===== config.mk =====
export PLATFORM = sky130hd
export DESIGN_NAME = procb_buf
export DESIGN_NICKNAME = d
export VERILOG_FILES = /design/src/rtl/procb_buf_pkg.sv /design/src/rtl/procb_buf_ptr_file.sv /design/src/rtl/procb_buf.sv
export SDC_FILE = /design/constraint.sdc
export NUM_CORES = 2
export LEC_CHECK = 0
export BUFFER_PORTS_ARGS = -buffer_cell sky130_fd_sc_hd__buf_2
export CAP_MARGIN = 10
export CORE_MARGIN = 4
export CORE_UTILIZATION = 50
export CTS_BUF_LIST = sky130_fd_sc_hd__clkbuf_4
export DETAILED_ROUTE_END_ITERATION = 8
export GPL_ROUTABILITY_DRIVEN = 1
export PLACE_DENSITY = 0.7
export SLEW_MARGIN = 10
export SYNTH_ARGS = -nofsm -noshare
export SYNTH_HDL_FRONTEND = slang
export SYNTH_SLANG_ARGS = --single-unit

===== constraint.sdc =====
create_clock -name CLK -period 7.2 [get_ports CLK]
set_input_delay 0.36 -clock CLK [delete_from_list [all_inputs] [get_ports CLK]]
set_output_delay 0.36 -clock CLK [all_outputs]
set_load 0.005 [all_outputs]

===== src/rtl/procb_buf_pkg.sv =====
// Shared definitions for the per-thread process_bytes record buffer.
// Record layout is {addr, bytes_left, finish_ctx}, MSB first.
package procb_buf_pkg;

  localparam int unsigned PROCB_N_THREADS  = 16;
  localparam int unsigned PROCB_DEPTH      = 4;
  localparam int unsigned PROCB_ADDR_W     = 32;
  localparam int unsigned PROCB_BYTES_W    = 16;
  localparam int unsigned PROCB_D_WIDTH    = PROCB_ADDR_W + PROCB_BYTES_W + 1;

  typedef struct packed {
    logic [PROCB_ADDR_W-1:0]  addr;
    logic [PROCB_BYTES_W-1:0] bytes_left;
    logic                     finish_ctx;
  } procb_rec_t;

endpackage


===== src/rtl/procb_buf_ptr_file.sv =====
// Per-thread write/read pointers (with wrap bit) and the write-side full flag.
module procb_ptr_file #(
  parameter int unsigned N_THREADS = 16,
  parameter int unsigned DEPTH     = 4,
  parameter int unsigned TW        = $clog2(N_THREADS),
  parameter int unsigned PW        = $clog2(DEPTH) + 1
) (
  input  logic          clk_i,
  input  logic          rst_ni,
  input  logic [TW-1:0] wr_thread_i,
  input  logic          wr_inc_i,
  input  logic [TW-1:0] rd_thread_i,
  input  logic          rd_inc_i,
  input  logic          rd_clr_i,
  output logic          wr_full_o,
  output logic [PW-1:0] wr_ptr_wt_o,
  output logic [PW-1:0] wr_ptr_rt_o,
  output logic [PW-1:0] rd_ptr_rt_o
);

  logic [PW-1:0] wr_ptr_q [N_THREADS];
  logic [PW-1:0] wr_ptr_d [N_THREADS];
  logic [PW-1:0] rd_ptr_q [N_THREADS];
  logic [PW-1:0] rd_ptr_d [N_THREADS];
  logic [PW-1:0] wt_count_c;

  // Clear is applied last so it overrides any same-cycle increment.
  always_comb begin
    wr_ptr_d = wr_ptr_q;
    rd_ptr_d = rd_ptr_q;
    if (wr_inc_i) begin
      wr_ptr_d[wr_thread_i] = wr_ptr_q[wr_thread_i] + PW'(1);
    end
    if (rd_inc_i) begin
      rd_ptr_d[rd_thread_i] = rd_ptr_q[rd_thread_i] + PW'(1);
    end
    if (rd_clr_i) begin
      wr_ptr_d[rd_thread_i] = '0;
      rd_ptr_d[rd_thread_i] = '0;
    end
  end

  always_ff @(posedge clk_i or negedge rst_ni) begin
    if (!rst_ni) begin
      for (int t = 0; t < int'(N_THREADS); t++) begin
        wr_ptr_q[t] <= '0;
        rd_ptr_q[t] <= '0;
      end
    end else begin
      wr_ptr_q <= wr_ptr_d;
      rd_ptr_q <= rd_ptr_d;
    end
  end

  assign wt_count_c  = wr_ptr_q[wr_thread_i] - rd_ptr_q[wr_thread_i];
  assign wr_full_o   = (wt_count_c == PW'(DEPTH));
  assign wr_ptr_wt_o = wr_ptr_q[wr_thread_i];
  assign wr_ptr_rt_o = wr_ptr_q[rd_thread_i];
  assign rd_ptr_rt_o = rd_ptr_q[rd_thread_i];

endmodule


===== src/rtl/procb_buf.sv =====
// Per-thread circular buffer of procb records between the command parser
// (writer) and the process_bytes engine (speculative lookup + commit reader).
module procb_buf
  import procb_buf_pkg::*;
#(
  parameter int unsigned N_THREADS     = PROCB_N_THREADS,
  parameter int unsigned N_THREADS_MSB = $clog2(N_THREADS) - 1,
  parameter int unsigned DEPTH         = PROCB_DEPTH,
  parameter int unsigned D_WIDTH       = PROCB_D_WIDTH
) (
  input  logic                   CLK,
  input  logic                   rst_n,
  input  logic [N_THREADS_MSB:0] wr_thread_num,
  input  logic                   wr_en,
  input  logic [D_WIDTH-1:0]     din,
  output logic                   wr_full,
  input  logic [N_THREADS_MSB:0] rd_thread_num,
  input  logic                   lookup_en,
  input  logic                   rd_en,
  input  logic                   rd_rst,
  output logic                   lookup_empty,
  output logic [D_WIDTH-1:0]     dout,
  output logic                   err
);

  localparam int unsigned TW          = N_THREADS_MSB + 1;
  localparam int unsigned PW          = $clog2(DEPTH) + 1;
  localparam int unsigned LW          = PW - 1;
  localparam int unsigned AW          = TW + LW;
  localparam int unsigned MEM_ENTRIES = N_THREADS * DEPTH;

  logic [D_WIDTH-1:0] mem [MEM_ENTRIES];

  logic [PW-1:0] wr_ptr_wt;
  logic [PW-1:0] wr_ptr_rt;
  logic [PW-1:0] rd_ptr_rt;
  logic [PW-1:0] lk_ptr_q, lk_ptr_d;
  logic [TW-1:0] prev_thread_q;
  logic          err_q, err_d;

  logic          rd_clr_c, reload_c, wr_kill_c, wr_do_c, wr_drop_c;
  logic          lk_do_c, lk_err_c, commit_c, commit_err_c, rd_inc_c;
  logic [PW-1:0] lk_eff_c;
  logic [AW-1:0] wr_addr_c, rd_addr_c;

  procb_ptr_file #(
    .N_THREADS (N_THREADS),
    .DEPTH     (DEPTH),
    .TW        (TW),
    .PW        (PW)
  ) u_ptr_file (
    .clk_i       (CLK),
    .rst_ni      (rst_n),
    .wr_thread_i (wr_thread_num),
    .wr_inc_i    (wr_do_c),
    .rd_thread_i (rd_thread_num),
    .rd_inc_i    (rd_inc_c),
    .rd_clr_i    (rd_clr_c),
    .wr_full_o   (wr_full),
    .wr_ptr_wt_o (wr_ptr_wt),
    .wr_ptr_rt_o (wr_ptr_rt),
    .rd_ptr_rt_o (rd_ptr_rt)
  );

  // During a reload cycle lk_ptr_q still belongs to the previous thread.
  assign reload_c     = (rd_thread_num != prev_thread_q);
  assign lookup_empty = reload_c | (lk_ptr_q == wr_ptr_rt);
  assign rd_addr_c    = {rd_thread_num, lk_ptr_q[LW-1:0]};
  assign wr_addr_c    = {wr_thread_num, wr_ptr_wt[LW-1:0]};
  assign dout         = mem[rd_addr_c];
  assign err          = err_q;

  always_comb begin
    rd_clr_c     = rd_en & rd_rst;
    wr_kill_c    = rd_clr_c & (wr_thread_num == rd_thread_num);
    wr_do_c      = wr_en & ~wr_full & ~wr_kill_c;
    wr_drop_c    = wr_en & wr_full & ~wr_kill_c;
    lk_do_c      = lookup_en & ~lookup_empty;
    lk_err_c     = lookup_en & lookup_empty & ~reload_c;
    lk_eff_c     = reload_c ? rd_ptr_rt : lk_ptr_q;
    commit_c     = rd_en & ~rd_rst;
    commit_err_c = commit_c & (rd_ptr_rt == lk_eff_c);
    rd_inc_c     = commit_c & ~commit_err_c;
    err_d        = err_q | wr_drop_c | lk_err_c | commit_err_c;

    lk_ptr_d = lk_ptr_q;
    if (rd_clr_c) begin
      lk_ptr_d = '0;
    end else if (reload_c) begin
      lk_ptr_d = rd_ptr_rt;
    end else if (lk_do_c) begin
      lk_ptr_d = lk_ptr_q + PW'(1);
    end
  end

  always_ff @(posedge CLK or negedge rst_n) begin
    if (!rst_n) begin
      lk_ptr_q      <= '0;
      prev_thread_q <= '0;
      err_q         <= 1'b0;
    end else begin
      lk_ptr_q      <= lk_ptr_d;
      prev_thread_q <= rd_thread_num;
      err_q         <= err_d;
    end
  end

  // Record storage is intentionally not reset.
  always_ff @(posedge CLK) begin
    if (wr_do_c) begin
      mem[wr_addr_c] <= din;
    end
  end

endmodule


-- Yosys cells after proc, flatten, opt, wreduce, memory -nomap -nowiden
Memory sizes are Yosys's and may differ from the RTL's.
Index checks and enable logic that the tools add are counted.
- bits in writable memories: 3136
- memories: 1
- input port bits: 63
- flip-flop bits (word level): 104
- output and inout port bits: 52
- logic and storage cells: 107
- equality and inequality tests: 5
- bitwise logic cells: 27
- $add $sub $neg: 4
- multiplexer cells: 28
- reduce and logical (&&, ||, !) cells: 3
- magnitude comparators: 4
- memory list (name ; depth ; width ; read ports ; clocked after Yosys merged registers in ; wr ports ; line ; source):
    mem ; 64 ; 49 ; 1 ; 0 ; 1 ; procb_buf.sv:32 ; logic [D_WIDTH-1:0] mem [MEM_ENTRIES];
- operators with widths (operator ; count):
    two-way mux 48 bit ; 4
    bitwise AND 48 bit ; 2
    bitwise mux 48 bit ; 2
    binary-select mux 3 bit (select 4 bit) ; 4
    inverter 48 bit ; 1
    two-way mux 3 bit ; 14
    demux 3 bit (select 4 bit) ; 2
    bitwise AND 1 bit ; 12
    greater-or-equal comparator 5 bit, second input constant ; 2
    less-than comparator 5 x 1 -> 1 bit, second input constant ; 2
    inverter 4 -> 5 bit ; 2
    adder 3 x 1 -> 3 bit, second input constant ; 3
    == test 3 bit ; 2
    inverter 1 bit ; 6
    == test 4 bit ; 1
    != test 4 bit ; 1
    OR 1 bit ; 4
    == test 3 bit, second input constant ; 1
    nonzero test 3 bit ; 1
    subtractor 3 bit ; 1
    logical AND 1 bit ; 2
    two-way mux 1 bit ; 2

-- Depth between registers and ports, before layout
- depth after elaboration: 12
- mapped depth: 15
- depth with buffers taken out: 10

-- Cells and area by module
A second synthesis with hierarchy kept.
- cells, all modules: 5608
- area total of the unflattened synthesis: 124702.1 um^2
- modules (own cells, without submodules) (module ; instances ; area an instance (um^2) ; seq. area each (um^2) ; cells an instance):
    procb_buf ; 1 ; 118857.7 ; 94370.5 ; 5075
    procb_ptr_file ; 1 ; 5844.4 ; 2402.3 ; 533

-- Least setup slack after synthesis
OpenSTA, ideal clock, no wires.
- kind: input port to flip-flop
- start: input port wr_thread_num[0]
- end: memory mem[13][0] (netlist name) (enable)
- required time: 6744 ps
- library setup time: 456 ps
- path slack: 1406 ps
- path buffers: 5
- arrival time: 5338 ps
- stages on the path: 15
- path through: buf_4 -> buf_2 -> buf_2 -> mux4_2 -> mux4_2 -> inv_1 -> ha_1 -> nand2b_1 -> xnor2_2 -> mux2i_2 -> buf_6 -> nor2_2 -> nand2_2 -> buf_2 -> nor2_1
- longest elaborated chain between the ends: 11
- elaborated cells between the ends (all ways): 17
- classes of those cells: 1 x add/sub; 2 x eq/ne; 8 x mux; 6 x bitwise
- RTL lines (what ; line ; source):
    start, declared ; procb_buf.sv:13 ; input logic [N_THREADS_MSB:0] wr_thread_num,
    inverter 4 -> 5 bit (implied by the code) * ; procb_buf_ptr_file.sv:55 ; assign wt_count_c = wr_ptr_q[wr_thread_i] - rd_ptr_q[wr_thread_i];
    binary-select mux 3 bit (select 4 bit) ; procb_buf_ptr_file.sv:55 ;
    two-way mux 3 bit (implied by the code) (2 in series) ; procb_buf_ptr_file.sv:55 ;
    subtractor 3 bit * ; procb_buf_ptr_file.sv:55 ;
    == test 3 bit * ; procb_buf_ptr_file.sv:56 ; assign wr_full_o = (wt_count_c == PW'(DEPTH));
    net wr_full ; procb_buf.sv:16 ; output logic wr_full,
    inverter 1 bit * ; procb_buf.sv:76 ; wr_do_c = wr_en & ~wr_full & ~wr_kill_c;
    bitwise AND 1 bit * (2 in series) ; procb_buf.sv:76 ;
    two-way mux 1 bit * ; procb_buf.sv:110 ; if (wr_do_c) begin
    two-way mux 1 bit (implied by the code) * ; procb_buf.sv:111 ; mem[wr_addr_c] <= din;
    end, declared ; procb_buf.sv:32 ;
The timed path passes the listed nets; every way through them passes the cells marked *. The select of a mux whose other input is x is not followed.

-- Worst setup path after layout
- start: register lk_ptr_q[0]
- end: output port dout[47]
- longest elaborated chain between the ends: 1
- RTL lines (what ; line ; source):
    start, declared ; procb_buf.sv:37 ; logic [PW-1:0] lk_ptr_q, lk_ptr_d;
    start signal, assigned ; procb_buf.sv:102 ; lk_ptr_q <= lk_ptr_d;
    memory (64 x 49 bit) ; - ;
    end, declared ; procb_buf.sv:22 ; output logic [D_WIDTH-1:0] dout,
No other way between the ends.

==> impl_metrics.toml <==
[status]
outcome = "complete, no violations"

[route]
drt-met1-wl_um = 128000
ant_nets = 0
num_vias = 66126
top_layer_used = "met5"
vias_per_cell = 6.45
wl_met2_um = 164000
remaining_drc_errors = 0
finalWirelength_um = 357000
detail_route.first_pass.iterations = 7
drtIter0Drc = 10739
wire_per_inst_um = 34.8
routed_length_on_met3_um = 50200

[worst_setup_path]
required_ns = 6.84
critPathKind = "flop to output port"
reg2reg_depth = 13
crit_arrival_ns = 5.65
setup_slack_reg_to_reg_ns = 1.87
crit_path_start_kind = "flop"
critical_path.reg2reg.startpoint = "u_ptr_file.wr_ptr_q[0]$_DFF_PN0_"
crit-reg2reg-capture = "mem[63][45]$_DFFE_PP_"
worstPathMaxFanout = 27
setup.worst_path.end_class = "output port"

[clock_tree]
h-tree-depth = 6
cts.root.buffer_cell = "sky130_fd_sc_hd__clkbuf_4"
clkLatencyLatePin_ns = 1.54
tritoncts = "yes"
clock_tree.buffer_depth = 4
clk_pin_slew_ns = 0.08
number_of_buffers_created_by_cts = 794
sinks_on_clock_net = 3240

[logic_synthesis]
synthesis.yosys.warnings = 0
yosys.area.top_type = "sky130_fd_sc_hd__edfxtp_1"
postSynthNetCount = 5487
synth-async-reset-ratio_pct = 3.21
ys_dominant_reg_cell = "sky130_fd_sc_hd__edfxtp_1"
number_of_flops_mapped_to_enable_cells_by_yosys = 3136
yosys.area.top_type_share_pct = 75.5
synth-seq-area-share_pct = 77.5
synth_seq_cells = 3240
syn_area_per_cell_um2 = 23.0
synth_cells = 5419
yosysUniqueCellTypes = 61
post_synth_main_area_contributors = "sky130_fd_sc_hd__edfxtp_1, sky130_fd_sc_hd__mux4_2, sky130_fd_sc_hd__dfrtp_1"
synth_area_um2 = 125000

[timing]
post-route-min-period_ns = 6.01
worst_pin_slew_ns = 1.26
final_skew_ns = 0.145
finalCritPeriodShare_pct = 83.5
slew_violations = 0
totalNegativeSetupSlack_ns = 0
finalHoldViolations = 0
finalSetupViolCount = 0
slew_headroom_pct = 15.7
grt_setup_unrepaired = "no"
max_clock_freq_mhz = 166

[finish]
design_area_um2 = 142000
final_layout_size_suffix_gt1_share_pct = 37.1
fillers = 18040
area_delta_synth_final_pct = 13.6
final_nets = 6422

[die]
row_count = 183
overall_die_area_um2 = 258000
die_width_um = 508
boundaryPins = 115
die_height_um = 508
placeableCoreArea_um2 = 248000
initial_core_util_pct = 50.2

[pwr]
cell_internal_pwr_mw = 29.8
design_power_total_mw = 39.3
switching_share_pct = 24.3
seq_power_share_pct = 53.8
share_comb_of_total_power_pct = 8.6
worst_ir_drop_vdd_uv = 186
power_frac_clock_pct = 37.5
cellLeakagePower_nw = 45.0
net-switching-power_mw = 9.56
power_density_nw_per_um2 = 277

[placement]
port_buffers = 114
place_area_um2 = 131000
gp_congestion = 0.894
detailed_place_hpwl_um = 210000

[grt]
track_usage_pct = 27.8
vias_in_the_first_global_route = 65836
grt_start_max_net_pins = 121
antenna_violations_before_repair = 22
grt_first_pass_wirelength_um = 501000
grt_overflow_total = 0

[run]
max_cap_violations = 0

[min_path]
hp-class = "input port to flop"
hold_path_startpoint = "din[30]"
holdPathEnd = "mem[39][30]$_DFFE_PP_"
hold-path-cell-count = 3
-- worst max-delay path, stage by stage, from the launching register on --
cell,delay (ns)
sky130_fd_sc_hd__dfrtp_4,0.93
sky130_fd_sc_hd__buf_4,0.42
sky130_fd_sc_hd__buf_4,0.54
sky130_fd_sc_hd__buf_4,0.34
sky130_fd_sc_hd__mux4_2,0.61
sky130_fd_sc_hd__a22oi_1,0.32
sky130_fd_sc_hd__and4_1,0.25
sky130_fd_sc_hd__o21ai_0,0.11
sky130_fd_sc_hd__a221o_1,0.42
sky130_fd_sc_hd__buf_2,0.17
-- power groups by stage --
| stage | sequential (mW) | combinational, mW | clock (mW) |
|---|---|---|---|
| final | 21.2 | 3.40 | 14.8 |
| after global routing | 21.2 | 3.54 | 16.1 |
| after CTS | 21.2 | 3.39 | 15.0 |
| after detailed placement | 21.6 | 3.34 | 0 |
| after global placement | 21.5 | 3.31 | 0 |
| after floorplan | 21.5 | 1.83 | 0 |
-- per-layer routing --
| layer | vias to the layer above | track usage [%] |
|---|---|---|
| li1 | 25663 | - |
| met1 | 34660 | 38.9 |
| met2 | 5097 | 41.7 |
| met3 | 696 | 8.39 |
| met4 | 10 | 10.5 |
| met5 | - | 0 |
-- timing repair --
item	4_1_cts	5_1_grt
gates resized for setup	0	0
hold buffers	89	0
hold endpoints to repair	3416	0
buffers inserted	0	0
-- state kept, by name (all words and copies together) (netlist names) --
name and count:
mem 3136, u_ptr_file.rd_ptr_q 48, u_ptr_file.wr_ptr_q 48, prev_thread_q 4
lk_ptr_q 3, err 1
-- area by class of cell --
cell class | instances | area [µm²] | area share (%)
antenna | 13 | 32.5 | 0.0229
clock buffer | 1136 | 8530 | 6.01
clock inverter | 219 | 1130 | 0.798
inverter | 6 | 25.0 | 0.0176
multi-input combinational | 1864 | 27200 | 19.2
sequential | 3240 | 96800 | 68.2
tap | 3330 | 4170 | 2.94
timing repair buffer | 448 | 3930 | 2.77
-- stage by stage --
stage / hold WS, ns / utilization (%) / cells / setup slack (ns)
after floorplan: 0.0644 / - / 5419 / 1.41
after global placement: 0.278 / 52.8 / 8799 / 1.11
after detailed placement: 0.283 / 52.8 / 8799 / 1.16
after CTS: 0.000899 / 57.1 / 10243 / 1.03
after global routing: 0.0401 / 57.1 / 10251 / 0.901
final: 0.118 / 57.1 / 10256 / 1.19
-- layout by cell type, fill, tap and decap left out, types with 30 or more instances in the layout --
cell type and count:
sky130_fd_sc_hd__nor2_1 63, sky130_fd_sc_hd__clkbuf_4 1136, sky130_fd_sc_hd__nand2_1 69, sky130_fd_sc_hd__clkinv_1 164
sky130_fd_sc_hd__dlygate4sd3_1 88, sky130_fd_sc_hd__buf_2 109, sky130_fd_sc_hd__mux2i_1 150, sky130_fd_sc_hd__edfxtp_1 3136
sky130_fd_sc_hd__a22oi_1 124, sky130_fd_sc_hd__nand3_1 32, sky130_fd_sc_hd__o21ai_0 75, sky130_fd_sc_hd__nor2_4 77
sky130_fd_sc_hd__a21oi_1 78, sky130_fd_sc_hd__mux4_2 889, sky130_fd_sc_hd__o2bb2ai_1 30, sky130_fd_sc_hd__buf_4 201
sky130_fd_sc_hd__buf_12 48, sky130_fd_sc_hd__dfrtp_1 102, sky130_fd_sc_hd__a22o_1 44
-- worst max-delay path by stage --
stage | from | to | slack (ns)
after CTS | lk_ptr_q[0]$_DFFE_PN0P_ | dout[47] | 1.03
final | lk_ptr_q[0]$_DFFE_PN0P_ | dout[47] | 1.19
after floorplan | wr_thread_num[0] | mem[13][0]$_DFFE_PP_ | 1.41
after global routing | lk_ptr_q[0]$_DFFE_PN0P_ | dout[47] | 0.90
after detailed placement | wr_thread_num[0] | mem[63][0]$_DFFE_PP_ | 1.16
after global placement | wr_thread_num[0] | mem[63][0]$_DFFE_PP_ | 1.11
-- kinds of logic (layout without fill, tap and decap cells) --
| group | after synthesis | in the layout | synth area share [%] |
|---|---|---|---|
| compound gates | 455 | 455 | 2.55 |
| xor+xnor | 18 | 18 | 0.132 |
| fa+ha+maj | 5 | 5 | 0.0501 |
| buf+inv | 315 | 1809 | 1.13 |
| flops | 3240 | 3240 | 77.5 |
| mux | 1050 | 1050 | 17.3 |
| other cells | 0 | 13 | 0 |
| simple gates | 336 | 336 | 1.25 |
-- cells in the mapped netlist (all sizes together) (8+ instances only) --
| library cell | count |
|---|---|
| a21oi | 78 |
| a221o | 8 |
| a221oi | 11 |
| a22o | 44 |
| a22oi | 124 |
| buf | 174 |
| clkbuf | 135 |
| dfrtp | 104 |
| edfxtp | 3136 |
| mux2 | 10 |
| mux2i | 151 |
| mux4 | 889 |
| nand2 | 72 |
| nand2b | 27 |
| nand3 | 32 |
| nor2 | 141 |
| nor2b | 10 |
| nor3 | 16 |
| o211ai | 20 |
| o21ai | 76 |
| o221ai | 14 |
| o22ai | 22 |
| o2bb2ai | 30 |
| or2 | 9 |
| xnor2 | 9 |
| xor2 | 9 |
Power figures use the tool's default switching activity.
